===== src/rtl/ysyx_23060286_ifu.sv =====
// ysyx_23060286_ifu: instruction fetch unit, REQ/WAIT/HOLD FSM with redirect and stale-response flush.
// Optional misaligned-pc fault generation under YSYX_23060286_IFU_ALIGN_CHK_EN.
module ysyx_23060286_ifu #(
  parameter logic [31:0] RESET_PC = 32'h8000_0000
) (
  input  logic        clk,
  input  logic        rst_n,
  input  logic        redirect_valid,
  input  logic [31:0] redirect_pc,
  output logic        imem_req_valid,
  input  logic        imem_req_ready,
  output logic [31:0] imem_req_addr,
  input  logic        imem_rsp_valid,
  input  logic [31:0] imem_rsp_data,
  input  logic        imem_rsp_err,
  output logic        out_valid,
  input  logic        out_ready,
  output logic [31:0] out_inst,
  output logic [31:0] out_pc,
  output logic        out_fault
);
  localparam logic [31:0] NOP = 32'h0000_0013;
  typedef enum logic [1:0] {REQ, WAIT, HOLD} state_t;
  state_t state, state_n;
  logic [31:0] pc, pc_n, out_inst_n, out_pc_n;
  logic flush, flush_n, out_fault_n, misal, drop;
`ifdef YSYX_23060286_IFU_ALIGN_CHK_EN
  assign misal = |pc[1:0];
`else
  assign misal = 1'b0;
`endif
  assign imem_req_valid = rst_n && state == REQ && !misal;
  assign imem_req_addr  = pc;
  assign out_valid      = rst_n && state == HOLD;
  assign drop           = flush || redirect_valid;
  // A redirect in REQ that coincides with an accepted request still leaves that
  // request outstanding, so its response is waited for in WAIT and discarded.
  always_comb begin
    state_n     = state;
    pc_n        = pc;
    flush_n     = flush;
    out_inst_n  = out_inst;
    out_pc_n    = out_pc;
    out_fault_n = out_fault;
    case (state)
      REQ:
        if (redirect_valid) begin
          pc_n = redirect_pc;
          if (imem_req_valid && imem_req_ready) begin
            state_n = WAIT;
            flush_n = 1'b1;
          end
        end else if (misal) begin
          state_n     = HOLD;
          out_inst_n  = NOP;
          out_pc_n    = pc;
          out_fault_n = 1'b1;
        end else if (imem_req_ready) state_n = WAIT;
      WAIT: begin
        pc_n = redirect_valid ? redirect_pc : pc;
        if (imem_rsp_valid) begin
          flush_n = 1'b0;
          state_n = drop ? REQ : HOLD;
          if (!drop) begin
            out_inst_n  = imem_rsp_err ? NOP : imem_rsp_data;
            out_pc_n    = pc;
            out_fault_n = imem_rsp_err;
          end
        end else if (redirect_valid) flush_n = 1'b1;
      end
      HOLD:
        if (redirect_valid) begin
          pc_n    = redirect_pc;
          state_n = REQ;
        end else if (out_ready) begin
          pc_n    = out_pc + 32'd4;
          state_n = REQ;
        end
      default: state_n = REQ;
    endcase
  end
  always_ff @(posedge clk or negedge rst_n)
    if (!rst_n) begin
      state     <= REQ;
      pc        <= RESET_PC;
      flush     <= 1'b0;
      out_inst  <= '0;
      out_pc    <= '0;
      out_fault <= 1'b0;
    end else begin
      state     <= state_n;
      pc        <= pc_n;
      flush     <= flush_n;
      out_inst  <= out_inst_n;
      out_pc    <= out_pc_n;
      out_fault <= out_fault_n;
    end
endmodule


===== config.mk =====
export PLATFORM = sky130hd
export DESIGN_NAME = ysyx_23060286_ifu
export DESIGN_NICKNAME = d
export VERILOG_FILES = /design/src/rtl/ysyx_23060286_ifu.sv
export SDC_FILE = /design/constraint.sdc
export NUM_CORES = 1
export LEC_CHECK = 0
export BUFFER_PORTS_ARGS = -buffer_cell sky130_fd_sc_hd__buf_2
export CORE_UTILIZATION = 43
export DETAILED_ROUTE_END_ITERATION = 7
export GPL_ROUTABILITY_DRIVEN = 1
export PLACE_DENSITY_LB_ADDON = 0.2
export SYNTH_ARGS = -nofsm -noshare
export SYNTH_HDL_FRONTEND = slang
export SYNTH_SLANG_ARGS = --single-unit

===== constraint.sdc =====
create_clock -name clk -period 3.8 [get_ports clk]
set_clock_uncertainty 0.2 [all_clocks]
set_input_delay 0.76 -clock clk [delete_from_list [all_inputs] [get_ports clk]]
set_output_delay 0.76 -clock clk [all_outputs]
set_load 0.01 [all_outputs]

# [Yosys cells after proc, flatten, opt, wreduce, memory -nomap -nowiden]
# Cells that the tools add are included.
[word_totals] reg_bits=100 latch_bits=0 ramBits=0 mem_bits_ro=0 elab_cells=48 memories=0
[op_classes] add_sub_neg=1 multipliers=0 div=0 n_lt_le_gt_ge=0 n_eq_ne=10 shifts=0 muxes=18 bitwise_logic=1 n_reduce_logical=12
[ops] op="2-to-1 mux 32 bit" count=4
[ops] op="case mux 32 bit (2 select lines)" count=1
[ops] op="adder 32 x 3 -> 32 bit, second input constant" count=1
[ops] op="2-to-1 mux 2 bit" count=7
[ops] op="!= test 3 bit, second input constant" count=3
[ops] op="AND reduction 4 bit" count=2
[ops] op="case mux 2 bit (3 select lines)" count=1
[ops] op="AND reduction 3 bit" count=2
[ops] op="2-to-1 mux 1 bit" count=4
[ops] op="!= test 2 x 1 -> 1 bit, second input constant" count=2
[ops] op="!= test 2 bit, second input constant" count=2
[ops] op="nonzero test 2 bit" count=2
[ops] op="logical AND 1 bit" count=3
[ops] op="!= test 3 x 2 -> 1 bit, second input constant" count=1
[ops] op="equality test 2 x 1 -> 1 bit, second input constant" count=1
[ops] op="equality test 2 bit, second input constant" count=1
[ops] op="logical NOT 2 bit" count=1
[ops] op="case mux 1 bit (2 select lines)" count=1
[ops] op="OR reduction 2 bit" count=1
[ops] op="logical OR 1 bit" count=1
[ops] op="NOT 1 bit" count=1

# [Longest topological paths before layout]
[depth] depth_word=6 mapped_depth=8 ltp_nobuf=6

# [Least setup slack after synthesis]
# No wires, ideal clock.
[synth_timing] path_type="input-to-reg" from="in imem_rsp_valid" to="reg out_pc[19]" setup_ps=128 arrival_time_ps=1712 t_required_ps=3472 path_slack_ps=1761 cell_stages=5 n_path_buf=2 cell_sequence="nand3b_4 or3_1 buf_2 buf_6 mux2_1"
[synth_via] elab_chain_cells=1
[synth_rtl] element="start, declared" line_no="13" rtl="input logic imem_rsp_valid,"
[synth_rtl] element="AND reduction 3 bit (no source line)"
[synth_rtl] element="end signal, assigned" line_no="95" rtl="out_pc <= out_pc_n;"
[synth_rtl] element="end, declared" line_no="19" rtl="output logic [31:0] out_pc,"
# No other way between the ends.
# A chain may end at the register's enable or synchronous reset.

# [Worst setup path in the final report]
[layout_timing] from="reg state[0]" to="reg pc[12] (netlist: imem_req_addr[12])"
[layout_via] elab_chain_cells=4 word_cells_on_any_way=9 classes_between="eq/ne: 4; mux: 1; reduce/logical: 4"
[layout_rtl] element="start, declared" line_no="24" rtl="state_t state, state_n;"
[layout_rtl] element="start signal, assigned" line_no="91" rtl="state <= state_n;"
[layout_rtl] element="equality test 2 x 1 -> 1 bit / logical NOT 2 bit (equally long branches)" line_no="45" rtl="case (state)"
[layout_rtl] element="OR reduction 2 bit (no source line)"
[layout_rtl] element="!= test 2 x 1 -> 1 bit (no source line) / nonzero test 2 bit (equally long branches)"
[layout_rtl] element="AND reduction 3 bit (no source line)"
[layout_rtl] element="end signal, assigned" line_no="92" rtl="pc <= pc_n;"
[layout_rtl] element="end, declared" line_no="25" rtl="logic [31:0] pc, pc_n, out_inst_n, out_pc_n;"
# Parallel ways exist; a longest one is shown, timed or not.

==> results.json <==
{
  "status": "finished clean",
  "numPortBuffers": 169,
  "synth_ff_type": "dfrtp_1",
  "crit_path_start_kind": "register",
  "place.gp.congestion": 0.803,
  "dr.pass1.iters": 7,
  "mostFrequentLayoutCell": "buf_2",
  "max_cap_viol_count": 0,
  "path_class": "reg2reg",
  "r2r-start": "state[0]",
  "drive_gt1_share_pct": 37.0,
  "gr-total-overflow": 0,
  "num_vias": 3935,
  "synthTopCellsByArea": "dfrtp_1, mux2_2, o21ai_0",
  "die_y_um": 107,
  "endpoint": "imem_req_addr[12]",
  "ys_seq_area_share_pct": 52.5,
  "post_synth_num_cell_types": 38,
  "drtIter0Drc": 174,
  "wl_per_cell_um": 15.5,
  "r2r.worst_path.cells": 4,
  "routed_wl_mm": 11.8,
  "clkTransAtPathRegs_ns": 0.09,
  "r2r_slack_ns": 1.41,
  "cpPeakStageDelay_ns": 0.66,
  "drt-met1-wl_mm": 5.48,
  "worstPathArrival_ns": 2.44,
  "synth_largest_area_cell": "dfrtp_1",
  "n_antenna_cell": 0,
  "cts_sinks": 100,
  "grt_antenna_before_repair": 0,
  "critPathRequiredTime_ns": 3.85,
  "seqCellArea_um2": 2500,
  "cts_made_buffers": 9,
  "slew_headroom_pct": 32.3,
  "setup_tns_ns": 0,
  "synth_edf_count": 0,
  "wl_met2_mm": 5.41,
  "grt.total_usage_pct": 21.0,
  "grt_pass1_wl_mm": 18.7,
  "num_rows": 38,
  "synthCells": 461,
  "clk_path_buf_depth": 2,
  "instances_no_fill": 762,
  "synthesis.area_um2": 4770,
  "dp_hpwl_mm": 8.16,
  "syn_avg_cell_area_um2": 10.3,
  "async_reset_ff_share_pct": 100,
  "cts.root.buffer_cell": "clkbuf_8",
  "initial_core_util_pct": 44.0,
  "fp.dieW_um": 107,
  "startpoint": "state[0]",
  "r2r-end": "imem_req_addr[12]",
  "multi_input_area_um2": 2120,
  "min_path_cells": 2,
  "routed.top_layer": "met4",
  "setup_viol": 0,
  "post_cts_buffers": 0,
  "grt_max_degree": 99,
  "rsz0062_at_grt": "no",
  "cp-end-kind": "register",
  "post_cts_resized": 0,
  "cellPowerDensity_nw_per_um2": 634,
  "post-route-min-period_ns": 2.39,
  "wl_met3_um": 730,
  "clock_latency_ns": 0.36,
  "die_area_um2": 11500,
  "hold_violations": 0,
  "synth_top_cell_area_share_pct": 52.0,
  "final.period_utilization_pct": 62.9,
  "drtAntennaViolNets": 0,
  "syn_to_final_growth_pct": 23.7,
  "critical_path.cell_chain": "nor2_1, and2_1, nand2_1, o22ai_1",
  "viasPerCell": 5.16,
  "synth_nets": 533,
  "drc_errors": 0,
  "cp_max_fo": 21,
  "cts_tree": "done",
  "io_pins": 170,
  "fill_cells": 998,
  "worst_pin_slew_ns": 1.02,
  "max_freq_mhz": 419,
  "dp_cells": 746,
  "yosysWarnings": 0,
  "power_leakage_nw": 2.82,
  "grt_pass1_vias": 3615,
  "min_path_type": "reg2reg",
  "nets": 689,
  "htreeDepth": 3,
  "max-vdd-ir-drop_v": 0.000370,
  "holdBufCountCts": 0,
  "ys_seq_elements": 100,
  "slowest_stage": "nand2_1",
  "layout_common_cells": "buf_2, dfrtp_1, nand2_1",
  "design.core.area_um2": 10800,
  "slew_viol_final": 0
}
==> per-stage QoR <==
stage | hold slack, ns | total power [mW] | setup slack, ns | util [%] | cell area, µm²
2_1_floorplan | 0.257 | 2.46 | 1.76 | - | 4770
3_5_place_dp | 0.266 | 3.05 | 1.05 | 52.5 | 5690
4_1_cts | 0.287 | 3.78 | 1.39 | 54.4 | 5900
5_1_grt | 0.319 | 3.99 | 1.19 | 54.4 | 5900
3_3_place_gp | 0.258 | 3.01 | 1.13 | 52.5 | 5690
6_report | 0.282 | 3.74 | 1.41 | 54.4 | 5900
==> cell usage after synthesis (2+ instances only) <==
library cell  number
a31oi_1            3
o22ai_2            8
mux2_2            24
buf_2              8
and3_1             4
buf_6              4
nor2_1            37
nand4_1            6
xor2_1            22
o211ai_1           3
inv_1              4
o22ai_1           10
mux2_1            10
dfrtp_1           99
a21oi_1           25
nor3_1             3
nor4_4             3
xnor2_1            5
o21ai_0           46
nand3_1           17
and3_2             2
clkbuf_1          16
nand2b_1          29
nand2_1           59
==> power by group <==
group | leakage [nW] | total (mW) | switching, mW | internal [mW]
sequential | 1.22 | 1.79 | 0.374 | 1.42
combinational | 1.50 | 1.23 | 0.650 | 0.579
clock | 0.102 | 0.716 | 0.344 | 0.372
==> routing by layer <==
metal / GRT usage, % / vias up
li1: - / 1900
met1: 30.3 / 1891
met2: 32.2 / 132
met3: 3.09 / 12
met4: 7.83 / 0
met5: 0 / -
==> critical path, delay by kind of cell (launching register included) <==
kind | cells | cell delay (ns)
AO/OA/AOI/OAI | 1 | 0.39
flip-flops | 1 | 0.51
AND/OR/NAND/NOR | 3 | 1.20
==> area by class of cell <==
cell class	instances	area share, %
clock inverters	3	1.10
flip-flops and latches	100	42.5
multi-input cells	329	36.0
repair buffers	173	14.9
clock buffers	13	2.36
well taps	140	2.97
inverters	4	0.255
==> state kept, by name (all words and copies together), names as in the netlist <==
| signal | flops |
|---|---|
| out_pc | 32 |
| flush | 1 |
| out_inst | 32 |
| out_fault | 1 |
| imem_req_addr | 32 |
| state | 2 |
==> cells by family after synthesis <==
family,Yosys count,share of synthesized area [%]
XOR/XNOR,27,4.96
flip-flops,100,52.5
buffers and inverters,32,3.36
adder cells (fa/ha/maj),1,0.262
AND/OR/NAND/NOR,169,18.7
multiplexers,34,8.03
AO/OA/AOI/OAI,98,12.2
==> how the worst min path moves through the flow <==
stage,start,end,slack [ns]
after global routing,out_inst[15],out_inst[15],0.32
after detailed placement,out_inst[9],out_inst[9],0.27
after global placement,out_inst[17],out_inst[17],0.26
after floorplan,rst_n,flush,0.26
final,out_inst[31],out_inst[31],0.28
after CTS,out_inst[9],out_inst[9],0.29
(Power assumes the default switching activity.)
